## src/rtl/mem_requester_pkg.sv

```systemverilog
// Shared memory-subsystem definitions: requester FSM encoding, grant-timeout defaults and
// the stall-counter helper.
package mem_requester_pkg;

    typedef enum logic [1:0] {
        StIdle   = 2'd0,
        StReq    = 2'd1,
        StRdWait = 2'd2,
        StResp   = 2'd3
    } mem_state_e;

    localparam int unsigned MemTmoDefault = 16;
    localparam int unsigned StallCntW     = 5;

    function automatic logic [StallCntW-1:0] sat_inc(input logic [StallCntW-1:0] v);
        return (v == '1) ? v : v + StallCntW'(1);
    endfunction

endpackage

```

## src/rtl/req_fifo2.sv

```systemverilog
// Two-entry command FIFO; flags come straight from registered state so that the
// ready signal never depends on a same-cycle pop.
module req_fifo2 #(
    parameter int unsigned Width = 17
) (
    input  logic             clk,
    input  logic             rst_n,
    input  logic             push_i,
    input  logic [Width-1:0] data_i,
    input  logic             pop_i,
    output logic [Width-1:0] data_o,
    output logic             full_o,
    output logic             empty_o
);

    logic [Width-1:0] mem_q [2];
    logic             wr_ptr_q, wr_ptr_d;
    logic             rd_ptr_q, rd_ptr_d;
    logic [1:0]       cnt_q, cnt_d;
    logic             push_ok, pop_ok;

    assign full_o  = (cnt_q == 2'd2);
    assign empty_o = (cnt_q == 2'd0);
    assign data_o  = mem_q[rd_ptr_q];

    assign push_ok = push_i & ~full_o;
    assign pop_ok  = pop_i & ~empty_o;

    always_comb begin
        wr_ptr_d = wr_ptr_q ^ push_ok;
        rd_ptr_d = rd_ptr_q ^ pop_ok;
        cnt_d    = cnt_q + {1'b0, push_ok} - {1'b0, pop_ok};
    end

    always_ff @(posedge clk or negedge rst_n) begin
        if (!rst_n) begin
            mem_q[0] <= '0;
            mem_q[1] <= '0;
            wr_ptr_q <= 1'b0;
            rd_ptr_q <= 1'b0;
            cnt_q    <= 2'd0;
        end else begin
            if (push_ok) begin
                mem_q[wr_ptr_q] <= data_i;
            end
            wr_ptr_q <= wr_ptr_d;
            rd_ptr_q <= rd_ptr_d;
            cnt_q    <= cnt_d;
        end
    end

endmodule

```

## src/rtl/mem_requester.sv

```systemverilog
// Core-side memory requester: queues load/store commands and issues them one at a time
// to a memory-controller requester slot, reporting completion and grant timeouts.
module mem_requester
    import mem_requester_pkg::*;
#(
    parameter int unsigned ADDR_W = 8,
    parameter int unsigned DATA_W = 8,
    parameter int unsigned TMO    = MemTmoDefault
) (
    input  logic              clk,
    input  logic              rst_n,
    input  logic              cmd_valid,
    output logic              cmd_ready,
    input  logic              cmd_we,
    input  logic [ADDR_W-1:0] cmd_addr,
    input  logic [DATA_W-1:0] cmd_wdata,
    output logic              rsp_valid,
    output logic              rsp_we,
    output logic [DATA_W-1:0] rsp_rdata,
    output logic              mc_rden,
    output logic              mc_wren,
    output logic [ADDR_W-1:0] mc_addr,
    output logic [DATA_W-1:0] mc_din,
    input  logic              mc_acq,
    input  logic [DATA_W-1:0] mc_dq,
    output logic              busy,
    output logic              stall_err
);

    localparam int unsigned          EntW   = 1 + ADDR_W + DATA_W;
    localparam logic [StallCntW-1:0] TmoCnt = StallCntW'(TMO);

    mem_state_e             state_q, state_d;
    logic [StallCntW-1:0]   cnt_q, cnt_d;
    logic                   stall_q, stall_d;
    logic                   rsp_we_q, rsp_we_d;
    logic [DATA_W-1:0]      rdata_q, rdata_d;

    logic                   fifo_full, fifo_empty, fifo_pop;
    logic [EntW-1:0]        fifo_dout;
    logic                   head_we;
    logic [ADDR_W-1:0]      head_addr;
    logic [DATA_W-1:0]      head_wdata;
    logic                   in_req;

    req_fifo2 #(
        .Width (EntW)
    ) u_fifo (
        .clk     (clk),
        .rst_n   (rst_n),
        .push_i  (cmd_valid & cmd_ready),
        .data_i  ({cmd_we, cmd_addr, cmd_wdata}),
        .pop_i   (fifo_pop),
        .data_o  (fifo_dout),
        .full_o  (fifo_full),
        .empty_o (fifo_empty)
    );

    assign {head_we, head_addr, head_wdata} = fifo_dout;

    // Request lines are pure decodes of the state register, so reset drops them at once.
    assign in_req    = (state_q == StReq);
    assign mc_rden   = in_req & ~head_we;
    assign mc_wren   = in_req & head_we;
    assign mc_addr   = in_req ? head_addr : '0;
    assign mc_din    = in_req ? head_wdata : '0;

    assign cmd_ready = ~fifo_full;
    assign rsp_valid = (state_q == StResp);
    assign rsp_we    = rsp_we_q;
    assign rsp_rdata = rdata_q;
    assign busy      = (state_q != StIdle) | ~fifo_empty;
    assign stall_err = stall_q;

    always_comb begin
        state_d  = state_q;
        cnt_d    = cnt_q;
        stall_d  = stall_q;
        rsp_we_d = rsp_we_q;
        rdata_d  = rdata_q;
        fifo_pop = 1'b0;
        unique case (state_q)
            StIdle: begin
                if (!fifo_empty) state_d = StReq;
            end
            StReq: begin
                if (mc_acq) begin
                    fifo_pop = 1'b1;
                    cnt_d    = '0;
                    rsp_we_d = head_we;
                    rdata_d  = '0;
                    state_d  = head_we ? StResp : StRdWait;
                end else begin
                    cnt_d = sat_inc(cnt_q);
                    if (cnt_d >= TmoCnt) stall_d = 1'b1;
                end
            end
            StRdWait: begin
                rdata_d = mc_dq;
                state_d = StResp;
            end
            StResp: begin
                state_d = fifo_empty ? StIdle : StReq;
            end
            default: state_d = StIdle;
        endcase
    end

    always_ff @(posedge clk or negedge rst_n) begin
        if (!rst_n) begin
            state_q  <= StIdle;
            cnt_q    <= '0;
            stall_q  <= 1'b0;
            rsp_we_q <= 1'b0;
            rdata_q  <= '0;
        end else begin
            state_q  <= state_d;
            cnt_q    <= cnt_d;
            stall_q  <= stall_d;
            rsp_we_q <= rsp_we_d;
            rdata_q  <= rdata_d;
        end
    end

endmodule

```

## config.mk

```make
export PLATFORM = sky130hd
export DESIGN_NAME = mem_requester
export DESIGN_NICKNAME = d
export VERILOG_FILES = /design/src/rtl/mem_requester_pkg.sv /design/src/rtl/req_fifo2.sv /design/src/rtl/mem_requester.sv
export SDC_FILE = /design/constraint.sdc
export NUM_CORES = 1
export LEC_CHECK = 0
export BUFFER_PORTS_ARGS = -buffer_cell sky130_fd_sc_hd__buf_2
export CORE_MARGIN = 4
export CORE_UTILIZATION = 53
export DETAILED_ROUTE_END_ITERATION = 8
export HOLD_SLACK_MARGIN = 0.05
export PLACE_DENSITY = 0.86
export SLEW_MARGIN = 20
export SYNTH_ARGS = -nofsm -noshare
export SYNTH_HDL_FRONTEND = slang
export SYNTH_SLANG_ARGS = --single-unit
```

## constraint.sdc

```tcl
create_clock -name clk -period 2.3 [get_ports clk]
set_clock_uncertainty 0.1 [all_clocks]
set_input_delay 0.345 -clock clk [delete_from_list [all_inputs] [get_ports clk]]
set_output_delay 0.345 -clock clk [all_outputs]
set_load 0.005 [all_outputs]
```

Yosys cells after proc, flatten, opt, wreduce, memory -nomap -nowiden
Cells that the tools add are included.
{ "op_classes": {"add_sub_neg": 3, "n_mul": 0, "n_div": 0, "n_lt_le_gt_ge": 4, "eq_ne": 7, "shift": 0, "n_mux": 19, "bitwise": 14, "reduce_logical": 9} }
{ "ops": {"columns": ["cell", "count"], "rows": [
  ["17-bit 2-to-1 mux", 4],
  ["34-bit bitwise mux", 1],
  ["8-bit 2-to-1 mux", 3],
  ["17-bit demux with 1-bit select", 1],
  ["8-bit case mux with 2 select lines", 1],
  ["5-bit 2-to-1 mux", 2],
  ["2-bit case mux with 4 select lines", 1],
  ["2-bit == test, second input constant", 3],
  ["2-bit AND reduction", 3],
  ["5-bit by 1-bit adder with 5-bit output, second input constant", 1],
  ["1-bit AND", 5],
  ["5-bit == test, second input constant", 1],
  ["5-bit >= comparator, second input constant", 1],
  ["2-bit >= comparator, second input constant", 2],
  ["2-bit logical NOT", 2],
  ["1-bit 2-to-1 mux", 4],
  ["2-bit 2-to-1 mux", 2],
  ["2-bit inequality test, second input constant", 2],
  ["1-bit NOT", 4],
  ["1-bit NOT with 2-bit output", 2],
  ["2-bit nonzero test", 2],
  ["3-bit AND reduction", 1],
  ["2-bit by 1-bit adder with 2-bit output", 1],
  ["2-bit by 1-bit == test with 1-bit output, second input constant", 1],
  ["5 further kinds", 6]
]} }
{ "word_totals": {"regBits": 55, "latchBits": 0, "ramBits": 0, "rom_bits": 0, "input_bits": 29, "out_inout_bits": 31, "word_cells": 66, "memories": 0} }

Depth between registers and ports, before layout
Gate-level depths: netlist of run 1.
{ "depth": {"ltp_word": 7, "ltp_mapped": 10, "ltp_nobuf": 9} }

Modules after synthesis
From an unflattened synthesis of run 1, not the netlist that was laid out.
{ "hier_totals": {"hier_cells": 195, "hier_area_um2": 2790.2} }
{ "by_module_without_submodules": {"columns": ["module", "n_inst", "cells_per_inst", "area_per_inst_um2", "seq_area_each_um2"], "rows": [
  ["req_fifo2", 1, 111, 1846.8, 950.9],
  ["mem_requester", 1, 84, 943.4, 425.4]
]} }

Worst setup path after synthesis of run 1
OpenSTA, ideal clock, no wires.
{ "synth_timing": {"kind": "reg2reg", "start": "register state_q[1]", "end": "register u_fifo.cnt_q[1]", "setup_ns": 0.123, "arrival_ns": 1.696, "t_required_ns": 2.077, "setup_slack_ns": 0.381, "stages_incl_launch_ff": 11, "n_path_buf": 1, "period_less_slack_ns": 1.919, "path_cell_list": "dfrtp_1 > inv_1 > ha_1 > buf_6 > nand2_1 > nor2_2 > ha_1 > inv_1 > ha_1 > xnor2_1 > xnor2_1"} }
{ "synth_via": {"elab_chain_len": 4} }
{ "synth_lines": {"columns": ["item", "line_no", "text"], "rows": [
  ["start: declaration", "mem_requester.sv:33", "mem_state_e state_q, state_d;"],
  ["start signal: assignment", "mem_requester.sv:111", "state_q <= StIdle;"],
  ["start signal: assignment", "mem_requester.sv:117", "state_q <= state_d;"],
  ["2-bit by 1-bit == test with 1-bit output", "mem_requester.sv:82", "unique case (state_q)"],
  ["1-bit 2-to-1 mux", "mem_requester.sv:82", null],
  ["1-bit AND", "req_fifo2.sv:27", "assign pop_ok = pop_i & ~empty_o;"],
  ["2-bit by 1-bit subtractor with 2-bit output", "req_fifo2.sv:32", "cnt_d = cnt_q + {1'b0, push_ok} - {1'b0, pop_ok};"],
  ["via u_fifo.cnt_d[1]", "req_fifo2.sv:19", "logic [1:0] cnt_q, cnt_d;"],
  ["end signal: assignment", "req_fifo2.sv:48", "cnt_q <= cnt_d;"],
  ["end: declaration", "req_fifo2.sv:19", null]
]} }
The timed path passes the listed nets, and every way through them passes these cells.
A chain may end at the register's enable or synchronous reset.

Final worst setup path of run 1
{ "layout_timing": {"start": "register state_q[1]", "end": "output port mc_wren"} }
{ "layout_via": {"elab_chain_len": 2} }
{ "layout_lines": {"columns": ["item", "line_no", "text"], "rows": [
  ["2-bit by 1-bit == test with 1-bit output", "mem_requester.sv:62", "assign in_req = (state_q == StReq);"],
  ["1-bit AND", "mem_requester.sv:64", "assign mc_wren = in_req & head_we;"],
  ["end: declaration", "mem_requester.sv:21", "output logic mc_wren,"]
]} }
Every way passes these cells.

==> impl_metrics.sql, run 1 <==
INSERT INTO impl_metrics (metric_group, metric, value, unit) VALUES
('synthesis', 'yosys_warnings', '0', ''),
('clock_tree', 'cts_made_buffers', '5', ''),
('die', 'full_die_area', '0.006093', 'mm2'),
('power', 'p_seq_share', '41.8', '%'),
('synthesis', 'syn_area', '0.002601', 'mm2'),
('detailed_routing', 'detailroute.wirelength.met2', '2272', 'um'),
('synthesis', 'synthDistinctLibCells', '35', ''),
('synthesis', 'number_of_flops_mapped_to_enable_cells_by_yosys', '0', ''),
('global_route', 'grt_overflow_total', '0', ''),
('clock_tree', 'cts_tree', 'done', ''),
('worst_setup_path', 'sequence_of_cells_on_the_critical_path', 'inv_1 > ha_1 > buf_4 > nor2b_1 > buf_2', ''),
('final_layout', 'drive_above_1_share', '43.08', '%'),
('worst_setup_path', 'startpoint_type', 'flop', ''),
('worst_setup_path', 'reg2regPathDepth', '7', ''),
('placed_design', 'globalplace.congestion', '0.7713', ''),
('detailed_routing', 'drt_first_iter_violations', '61', ''),
('timing', 'max_freq', '479.8', 'MHz'),
('detailed_routing', 'wl_per_cell', '14.51', 'um'),
('die', 'initial_core_util', '55.07', '%'),
('final_layout', 'num-nets-final', '297', ''),
('synthesis', 'synthesis.instances', '197', ''),
('detailed_routing', 'drc', '0', ''),
('timing', 'worst_slack', '0.2159', 'ns'),
('die', 'dieWidth', '78.06', 'um'),
('power', 'sw_frac_of_total', '34.07', '%'),
('synthesis', 'ys_async_sr_fraction', '100.0', '%'),
('synthesis', 'sequential_cell_area_fraction_in_the_yosys_report', '52.91', '%'),
('power', 'power_per_cell_area', '1331', 'mW/mm2'),
('global_route', 'globalRouteTotalUtil', '16.62', '%'),
('power', 'ir_drop', '0.5340', 'mV'),
('worst_setup_path', 'critical_path_required', '1.86', 'ns'),
('global_route', 'grt_first_pass_wirelength', '8031', 'um'),
('die', 'placement_rows', '25', ''),
('timing', 'setup_violations', '0', ''),
('worst_setup_path', 'crit-reg2reg-capture', 'u_fifo.cnt_q[1]', ''),
('worst_setup_path', 'critPathMaxStageDelay', '0.42', 'ns'),
('detailed_routing', 'number_of_vias_per_cell_after_detailed_routing', '5.128', ''),
('final_layout', 'layout.filler_cells', '366', ''),
('synthesis', 'postSynth.topFlopCell', 'dfrtp_1', ''),
('placed_design', 'place_worst_setup_slack', '0.4496', 'ns'),
('min_path', 'worstHoldPathType', 'primary input to flop', ''),
('detailed_routing', 'wl_met1', '2150', 'um'),
('clock_tree', 'clk_lat_worst_skew', '0.30', 'ns'),
('worst_setup_path', 'cp_slowest_cell', 'dfrtp_1', ''),
('flow_run', 'cap_violations', '0', ''),
('timing', 'worstMarginPinSlew', '0.6252', 'ns'),
('clock_tree', 'cts.sinks', '55', ''),
('power', 'internal_power', '2.697', 'mW'),
('timing', 'maxSlewViolCount', '0', ''),
('timing', 'rsz_0062_raised_after_global_routing', 'no', ''),
('power', 'p_leak', '1.505', 'nW'),
('timing', 'slew_hr', '58.32', '%'),
('clock_tree', 'ctsLongestPathBuffers', '2', ''),
('die', 'io-pin-count', '60', ''),
('final_layout', 'finish.utilization', '65.06', '%'),
('synthesis', 'synth_area_per_cell', '13.20', 'um2'),
('outcome', 'run_status', 'completed', ''),
('die', 'die_h', '78.06', 'um'),
('detailed_routing', 'drt-total-wl', '4745', 'um'),
('global_route', 'via_count_of_the_first_global_routing_pass', '1809', ''),
('detailed_routing', 'route.met3.wl', '258', 'um'),
('synthesis', 'ys_seq_elements', '55', ''),
('worst_setup_path', 'crit_reg_reg_startpoint', 'u_fifo.cnt_q[1]', ''),
('worst_setup_path', 'critPathMaxFanout', '29', ''),
('global_route', 'grt_antenna_before_repair', '0', ''),
('final_layout', 'most-common-layout-cells', '59 x buf_2, 55 x dfrtp_1, 34 x mux2_2', ''),
('global_route', 'grt_start_max_net_pins', '30', ''),
('timing', 'timing.final.crit_period', '2.084', 'ns'),
('die', 'core_area', '0.004723', 'mm2'),
('synthesis', 'syn_nets', '235', ''),
('clock_tree', 'htree_levels', '2', '');
[worst min-delay path by stage]
stage,end,slack [ns],cells past startpoint
CTS,rsp_rdata[5],0.15,2
detailed placement,u_fifo.mem_q[29],0.31,1
global route,rsp_rdata[2],0.16,2
finish,rsp_rdata[5],0.16,2
global placement,u_fifo.mem_q[29],0.30,1
floorplan,cnt_q[0],-0.05,0
[layout make-up]
cell class	count	area, um2	share of cell area, %
clock buffer	7	96.34	3.135
clock inverter	1	7.507	0.2443
inverter	6	22.52	0.7329
multi-input combinational	126	1131	36.81
sequential	55	1376	44.79
tap	67	83.83	2.728
timing repair buffer	65	355.3	11.56
[Yosys cell counts (all sizes together), types with 2 or more instances]
cell	instances	area, um2
and2	3	18.77
o21bai	2	15.01
o21ai	3	18.77
o311ai	2	17.52
nor2b	17	106.4
a22o	8	70.07
mux2	35	397.9
dfrtp	55	1376
nor2	3	13.77
nand2b	3	26.27
mux2i	17	170.2
xnor2	2	17.52
nand3b	2	15.01
a21oi	4	20.02
buf	8	62.56
ha	9	112.6
inv	6	22.52
a41oi	2	17.52
nand2	6	22.52
clkbuf	2	8.750
[worst max-delay path: cells and delay by family (launching register included)]
kind | cells | cell delay, ns
buffers and inverters | 3 | 0.54
AND/OR/NAND/NOR | 1 | 0.22
adder cells (fa/ha/maj) | 1 | 0.16
flip-flops | 1 | 0.42
[power groups by stage]
stage	sequential [mW]	clock, mW	combinational, mW
6_report	1.71	0.567	1.82
5_1_grt	1.77	0.628	2.01
4_1_cts	1.71	0.585	1.84
3_5_place_dp	1.73	0	1.84
3_3_place_gp	1.70	0	1.78
2_1_floorplan	1.65	0	1.39
[state kept, by name (all words and copies together), names as in the netlist]
name	flops
stall_err	1
state_q	2
rsp_rdata	8
u_fifo.mem_q	34
rsp_we	1
cnt_q	5
u_fifo.rd_ptr_q	1
u_fifo.wr_ptr_q	1
u_fifo.cnt_q	2
[timing repair]
action / CTS / global route
hold endpoints to repair: 26 / 0
hold buffers: 1 / 0
buffers inserted: 0 / 0
[cells by family after synthesis]
logic type / synth area share, %
DFF: 52.91
xor gates and xnor gates: 1.010
adders and majority gates: 4.329
AOI/OAI and AO/OA: 7.745
muxes: 21.84
buffers and inverters: 3.607
and+or+nand+nor: 8.562
[metrics by stage]
step | std cells | instance area, um2
4_1_cts | 327 | 3073
3_5_place_dp | 318 | 2959
3_3_place_gp | 318 | 2959
5_1_grt | 327 | 3073
2_1_floorplan | 197 | 2601
6_report | 327 | 3073
[per-layer routing]
layer	vias up	track usage, %
met5	-	0
met3	7	4.358
met4	0	7.692
li1	819	-
met2	44	27.74
met1	807	20.14
Note: power is estimated with default switching activity, not from simulation.
==> run 2, diff against run 1 <==
--- a/config.mk
+++ b/config.mk
@@ -10,7 +10,7 @@
 export CORE_UTILIZATION = 53
 export DETAILED_ROUTE_END_ITERATION = 8
 export HOLD_SLACK_MARGIN = 0.05
-export PLACE_DENSITY = 0.86
+export PLACE_DENSITY = 0.79
 export SLEW_MARGIN = 20
 export SYNTH_ARGS = -nofsm -noshare
 export SYNTH_HDL_FRONTEND = slang
==> run 2 against run 1 <==
Final cell count rose by 0.92%. Worst setup slack worse by 0.0042 ns. Critical endpoint unchanged. Largest power group unchanged. Register-to-register slack better by 0.03 ns. Sequential power about the same. Critical path depth stayed put. Via count grew 0.95%. Worst hold slack improved by 0.0031 ns. Combinational power about the same. Utilization down 0.26 points. Count of clock-buffer cells in the layout unchanged.
==> impl_metrics.sql, run 2 (same netlist as run 1, synthesis figures left out) <==
INSERT INTO impl_metrics (metric_group, metric, value, unit) VALUES
('outcome', 'run_status', 'completed', ''),
('final_layout', 'n_antenna_cell', '0', ''),
('placed_design', 'placed_cell_area', '0.002969', 'mm2'),
('clock_tree', 'path_clk_slew', '0.09', 'ns'),
('timing', 'maxSlewViolCount', '0', ''),
('clock_tree', 'ctsLongestPathBuffers', '2', ''),
('worst_setup_path', 'startpoint_type', 'flop', ''),
('detailed_routing', 'route.vias.total', '1693', ''),
('worst_setup_path', 'critical_path_required', '1.86', 'ns'),
('final_layout', 'finish.instance_area', '0.003060', 'mm2'),
('detailed_routing', 'drc', '0', ''),
('die', 'io-pin-count', '60', ''),
('die', 'placement_rows', '25', ''),
('worst_setup_path', 'sequence_of_cells_on_the_critical_path', 'inv_1 > ha_1 > buf_4 > nor2b_1 > buf_2', ''),
('final_layout', 'finish.utilization', '64.79', '%'),
('detailed_routing', 'wl_per_cell', '13.86', 'um'),
('detailed_routing', 'drt-total-wl', '4575', 'um'),
('clock_tree', 'clk_lat_worst_skew', '0.29', 'ns'),
('placed_design', 'globalplace.congestion', '0.8825', ''),
('placed_design', 'dp_hpwl', '3351', 'um'),
('die', 'full_die_area', '0.006093', 'mm2'),
('timing', 'fin_tns_setup', '0', 'ns'),
('worst_setup_path', 'setup.reg_to_reg.worst_slack', '0.45', 'ns'),
('timing', 'setup_violations', '0', ''),
('power', 'design_power', '4.012', 'mW'),
('die', 'core_area', '0.004723', 'mm2'),
('detailed_routing', 'drt.antenna.violating_nets', '0', ''),
('timing', 'max_freq', '478.9', 'MHz'),
('global_route', 'grt_antenna_before_repair', '0', ''),
('placed_design', 'dpl.cell_count', '321', ''),
('worst_setup_path', 'critPathMaxFanout', '29', ''),
('clock_tree', 'cts.sinks', '55', ''),
('die', 'initial_core_util', '55.07', '%'),
('clock_tree', 'htree_levels', '2', ''),
('final_layout', 'drive_above_1_share', '42.97', '%'),
('clock_tree', 'cts_resized', '0', ''),
('timing', 'slew_hr', '48.45', '%'),
('final_layout', 'final_common_cell', 'buf_2', ''),
('final_layout', 'largest_register_ffs', '34', ''),
('final_layout', 'most-common-layout-cells', '59 x buf_2, 55 x dfrtp_1, 34 x mux2_2', ''),
('worst_setup_path', 'timing.critical_path.max_delay_family', 'buffers and inverters', ''),
('clock_tree', 'cts_root_buffer', 'clkbuf_8', ''),
('global_route', 'grt_overflow_total', '0', ''),
('detailed_routing', 'number_of_vias_per_cell_after_detailed_routing', '5.130', ''),
('detailed_routing', 'drt_first_iter_violations', '74', ''),
('min_path', 'worstHoldPathType', 'primary input to flop', ''),
('power', 'ir_drop', '0.6663', 'mV'),
('timing', 'finalCritPeriodShare', '90.80', '%'),
('worst_setup_path', 'cp_slowest_cell', 'dfrtp_1', ''),
('power', 'power_per_cell_area', '1311', 'mW/mm2'),
('die', 'dieWidth', '78.06', 'um'),
('clock_tree', 'cts_made_buffers', '5', ''),
('final_layout', 'top_register', 'u_fifo.mem_q', ''),
('global_route', 'via_count_of_the_first_global_routing_pass', '1745', ''),
('flow_run', 'cap_violations', '0', ''),
('detailed_routing', 'drtPass1Iterations', '2', ''),
('final_layout', 'layout-area-overhead-vs-synth', '17.65', '%'),
('timing', 'rsz_0062_raised_after_global_routing', 'no', ''),
('power', 'p_leak', '1.507', 'nW'),
('timing', 'hold_viol', '0', ''),
('clock_tree', 'post_cts.repair.setup_buffers', '0', ''),
('clock_tree', 'cts_tree', 'done', ''),
('final_layout', 'num-nets-final', '300', ''),
('global_route', 'grt_start_max_net_pins', '37', ''),
('placed_design', 'place.port_buffers', '59', ''),
('worst_setup_path', 'worstSetupEndpointType', 'primary output', ''),
('worst_setup_path', 'worstSetupPathType', 'flop to primary output', ''),
('global_route', 'grt_first_pass_wirelength', '8086', 'um'),
('worst_setup_path', 'path_buf_inv', '3', ''),
('timing', 'timing.final.crit_period', '2.088', 'ns'),
('final_layout', 'layoutNonFillerInstCount', '330', ''),
('global_route', 'globalRouteTotalUtil', '16.63', '%'),
('worst_setup_path', 'critPathArrivalTime', '1.64', 'ns'),
('timing', 'worstMarginPinSlew', '0.7733', 'ns'),
('die', 'die_h', '78.06', 'um'),
('worst_setup_path', 'critPathMaxStageDelay', '0.42', 'ns');
-- run 2: cell types whose count changed in the layout (fill, tap and decap cells not counted), sizes merged --
cell,previous run,this run
buf,64,67
clkinvlp,1,0
clkinv,0,1
-- run 2: repair_timing --
item	CTS	global route
hold endpoints to repair	34	0
hold buffers	1	0
setup endpoints to repair	0	0
-- run 2: layer usage --
layer  GRT usage, %  vias up  share of wire (%)
li1               -      826                  -
met1          22.44      819                 47
met2          26.63       41                 46
met3          4.358        7                5.7
met4          4.720        0                1.2
met5              0        -                  0
-- run 2: metrics by stage --
stage | worst slack (ns) | hold slack (ns)
final | 0.2117 | 0.1584
after global routing | 0.1063 | 0.1360
after CTS | 0.1800 | 0.1507
after detailed placement | 0.4443 | 0.3658
after global placement | 0.5377 | 0.3621
after floorplan | 0.3811 | -0.05059
-- run 2: worst paths after layout --
path | startpoint | endpoint | cells past startpoint
max | state_q[1] | mc_wren | 5
min | mc_dq[4] | rsp_rdata[4] | 2
max reg2reg | state_q[1] | u_fifo.cnt_q[1] | 9
min reg2reg | stall_err | stall_err | 1
max in group asynchronous | rst_n | u_fifo.mem_q[0] | 3
min in group asynchronous | rst_n | rsp_rdata[0] | 2
-- run 2: final cells by class --
cell class	count	area (um2)
Tap cell	67	83.83
Clock inverter	1	5.005
Fill cell	370	1663
Multi-Input combinational cell	126	1131
Inverter	6	22.52
Timing Repair Buffer	68	365.4
Sequential cell	55	1376
Clock buffer	7	76.32
-- run 2: where the power goes --
| group | total [mW] | switching, mW | internal (mW) | leakage (nW) |
|---|---|---|---|---|
| logic | 1.81 | 0.801 | 1.01 | 0.799 |
| clock network | 0.497 | 0.283 | 0.214 | 0.0422 |
| registers | 1.71 | 0.279 | 1.43 | 0.665 |
==> run 3, diff against run 2 <==
--- a/config.mk
+++ b/config.mk
@@ -11,6 +11,7 @@
 export DETAILED_ROUTE_END_ITERATION = 8
 export HOLD_SLACK_MARGIN = 0.05
 export PLACE_DENSITY = 0.79
+export RECOVER_POWER = 25
 export SLEW_MARGIN = 20
 export SYNTH_ARGS = -nofsm -noshare
 export SYNTH_HDL_FRONTEND = slang
==> constraint.sdc (replaced) <==
create_clock -name clk -period 2.3 [get_ports clk]
set_clock_uncertainty 0.1 [all_clocks]
set_input_delay 0.345 -clock clk [delete_from_list [all_inputs] [get_ports clk]]
set_output_delay 0.345 -clock clk [all_outputs]
set_load 0.01 [all_outputs]
==> run 3 against run 2 <==
Final cell count is 0.30% lower. Register-to-register slack worse by 0.05 ns. Worst setup slack worse by 0.047 ns. Worst hold slack worse by 0.0082 ns. Die area stayed put. Clock power is 12% higher. Critical endpoint unchanged. Largest cell class unchanged. Largest power group unchanged.
==> impl_metrics.sql, run 3 (same netlist as run 1, synthesis figures left out) <==
INSERT INTO impl_metrics (metric_group, metric, value, unit) VALUES
('worst_setup_path', 'critPathMaxFanout', '29', ''),
('clock_tree', 'cts.sinks', '55', ''),
('timing', 'finalCritPeriodShare', '92.82', '%'),
('final_layout', 'n_antenna_cell', '0', ''),
('final_layout', 'final_common_cell', 'buf_2', ''),
('die', 'io-pin-count', '60', ''),
('final_layout', 'largest_register_ffs', '34', ''),
('placed_design', 'place.port_buffers', '59', ''),
('power', 'p_leak', '1.511', 'nW'),
('global_route', 'via_count_of_the_first_global_routing_pass', '1811', ''),
('power', 'power_per_cell_area', '1374', 'mW/mm2'),
('global_route', 'grt_start_max_net_pins', '56', ''),
('clock_tree', 'cts_resized', '0', ''),
('clock_tree', 'post_cts.repair.setup_buffers', '0', ''),
('placed_design', 'placed_cell_area', '0.002987', 'mm2'),
('flow_run', 'cap_violations', '0', ''),
('worst_setup_path', 'sequence_of_cells_on_the_critical_path', 'inv_1 > ha_1 > buf_4 > nor2b_1 > buf_2', ''),
('timing', 'timing.final.crit_period', '2.135', 'ns'),
('final_layout', 'finish.instance_area', '0.003080', 'mm2'),
('worst_setup_path', 'critical_path_required', '1.86', 'ns'),
('worst_setup_path', 'critPathArrivalTime', '1.69', 'ns'),
('placed_design', 'globalplace.congestion', '0.7389', ''),
('final_layout', 'top_register', 'u_fifo.mem_q', ''),
('clock_tree', 'clk_lat_worst_skew', '0.31', 'ns'),
('detailed_routing', 'drt.antenna.violating_nets', '0', ''),
('final_layout', 'most-common-layout-cells', '59 x buf_2, 55 x dfrtp_1, 34 x mux2_2', ''),
('die', 'die_h', '78.06', 'um'),
('die', 'initial_core_util', '55.07', '%'),
('min_path', 'worstHoldPathType', 'primary input to flop', ''),
('global_route', 'globalRouteTotalUtil', '17.39', '%'),
('clock_tree', 'htree_levels', '2', ''),
('placed_design', 'dp_hpwl', '3509', 'um'),
('clock_tree', 'path_clk_slew', '0.10', 'ns'),
('outcome', 'run_status', 'completed', ''),
('final_layout', 'layout-area-overhead-vs-synth', '18.42', '%'),
('worst_setup_path', 'worstSetupPathType', 'flop to primary output', ''),
('die', 'core_area', '0.004723', 'mm2'),
('clock_tree', 'ctsLongestPathBuffers', '2', ''),
('timing', 'maxSlewViolCount', '0', ''),
('global_route', 'grt_antenna_before_repair', '0', ''),
('detailed_routing', 'drt-total-wl', '4852', 'um'),
('detailed_routing', 'wl_per_cell', '14.75', 'um'),
('worst_setup_path', 'critPathMaxStageDelay', '0.43', 'ns'),
('detailed_routing', 'drc', '0', ''),
('die', 'placement_rows', '25', ''),
('timing', 'setup_violations', '0', ''),
('global_route', 'grt_first_pass_wirelength', '8404', 'um'),
('clock_tree', 'cts_root_buffer', 'clkbuf_8', ''),
('timing', 'max_freq', '468.4', 'MHz'),
('die', 'dieWidth', '78.06', 'um'),
('detailed_routing', 'number_of_vias_per_cell_after_detailed_routing', '5.167', ''),
('detailed_routing', 'drtPass1Iterations', '4', ''),
('detailed_routing', 'drt_first_iter_violations', '75', ''),
('global_route', 'grt_overflow_total', '0', ''),
('timing', 'worstMarginPinSlew', '1.309', 'ns'),
('final_layout', 'drive_above_1_share', '43.51', '%'),
('worst_setup_path', 'worstSetupEndpointType', 'primary output', ''),
('timing', 'rsz_0062_raised_after_global_routing', 'no', ''),
('clock_tree', 'cts_made_buffers', '5', ''),
('timing', 'fin_tns_setup', '0', 'ns'),
('timing', 'slew_hr', '12.72', '%'),
('clock_tree', 'cts_tree', 'done', ''),
('die', 'full_die_area', '0.006093', 'mm2'),
('worst_setup_path', 'cp_slowest_cell', 'dfrtp_1', ''),
('timing', 'hold_viol', '0', ''),
('worst_setup_path', 'startpoint_type', 'flop', ''),
('power', 'ir_drop', '0.7607', 'mV'),
('detailed_routing', 'route.vias.total', '1700', ''),
('final_layout', 'num-nets-final', '299', ''),
('final_layout', 'layout.filler_cells', '369', '');
-- run 3: path summary, 6_finish.rpt --
| path | end | slack, ns | cells after the start | from |
|---|---|---|---|---|
| worst max-delay path | mc_wren | 0.17 | 5 | state_q[1] |
| worst min-delay path | rsp_rdata[4] | 0.15 | 2 | mc_dq[4] |
| worst max register to register | u_fifo.cnt_q[1] | 0.40 | 9 | state_q[1] |
| worst min register to register | stall_err | 0.38 | 1 | stall_err |
| max in group asynchronous | u_fifo.mem_q[19] | 0.47 | 3 | rst_n |
| min in group asynchronous | rsp_rdata[6] | 0.84 | 3 | rst_n |
-- run 3: power breakdown --
part / total, mW / switching, mW / leakage [nW] / internal [mW]
clock: 0.558 / 0.312 / 0.0474 / 0.246
combinational: 1.95 / 0.908 / 0.798 / 1.04
sequential: 1.72 / 0.297 / 0.665 / 1.43
total: 4.23 / 1.52 / 1.51 / 2.72
-- run 3: per-layer routing --
layer	GRT usage (%)	share of wire, %	vias up
li1	-	-	819
met1	22.52	46	830
met2	28.42	47	43
met3	4.587	6.0	8
met4	5.944	1.6	0
met5	0	0	-
-- run 3: cell type report --
| type | count | area, um2 | share of cell area [%] |
|---|---|---|---|
| inverters | 6 | 22.52 | 0.7311 |
| multi-input cells | 126 | 1131 | 36.72 |
| clock inverters | 2 | 16.27 | 0.5280 |
| repair buffers | 67 | 367.9 | 11.94 |
| flip-flops and latches | 55 | 1376 | 44.68 |
| clock buffers | 6 | 82.58 | 2.681 |
| well taps | 67 | 83.83 | 2.721 |
-- run 3: repair_timing --
item                                   in CTS  in global routing
hold buffers                                1                  0
endpoints found under the hold margin      55                  0
setup endpoints to repair                   0                  0
-- run 3: metrics by stage --
stage                     worst slack [ns]  hold WS [ns]  power, mW  std cells  util (%)
final                               0.1651        0.1502      4.232        329     65.22
after global routing               0.07281        0.1521      4.570        329     65.22
after CTS                           0.1420        0.1422      4.293        329     65.54
after detailed placement            0.4278        0.2609      3.726        320     63.23
after global placement              0.4492        0.2643      3.637        320     63.23
after floorplan                     0.3811      -0.05059      3.135        197         -
-- run 3: critical path: cells and delay by family (launching register included) --
| kind | cells | cell delay [ns] |
|---|---|---|
| fa+ha+maj | 1 | 0.17 |
| flops | 1 | 0.43 |
| simple gates | 1 | 0.21 |
| buf+inv | 3 | 0.56 |
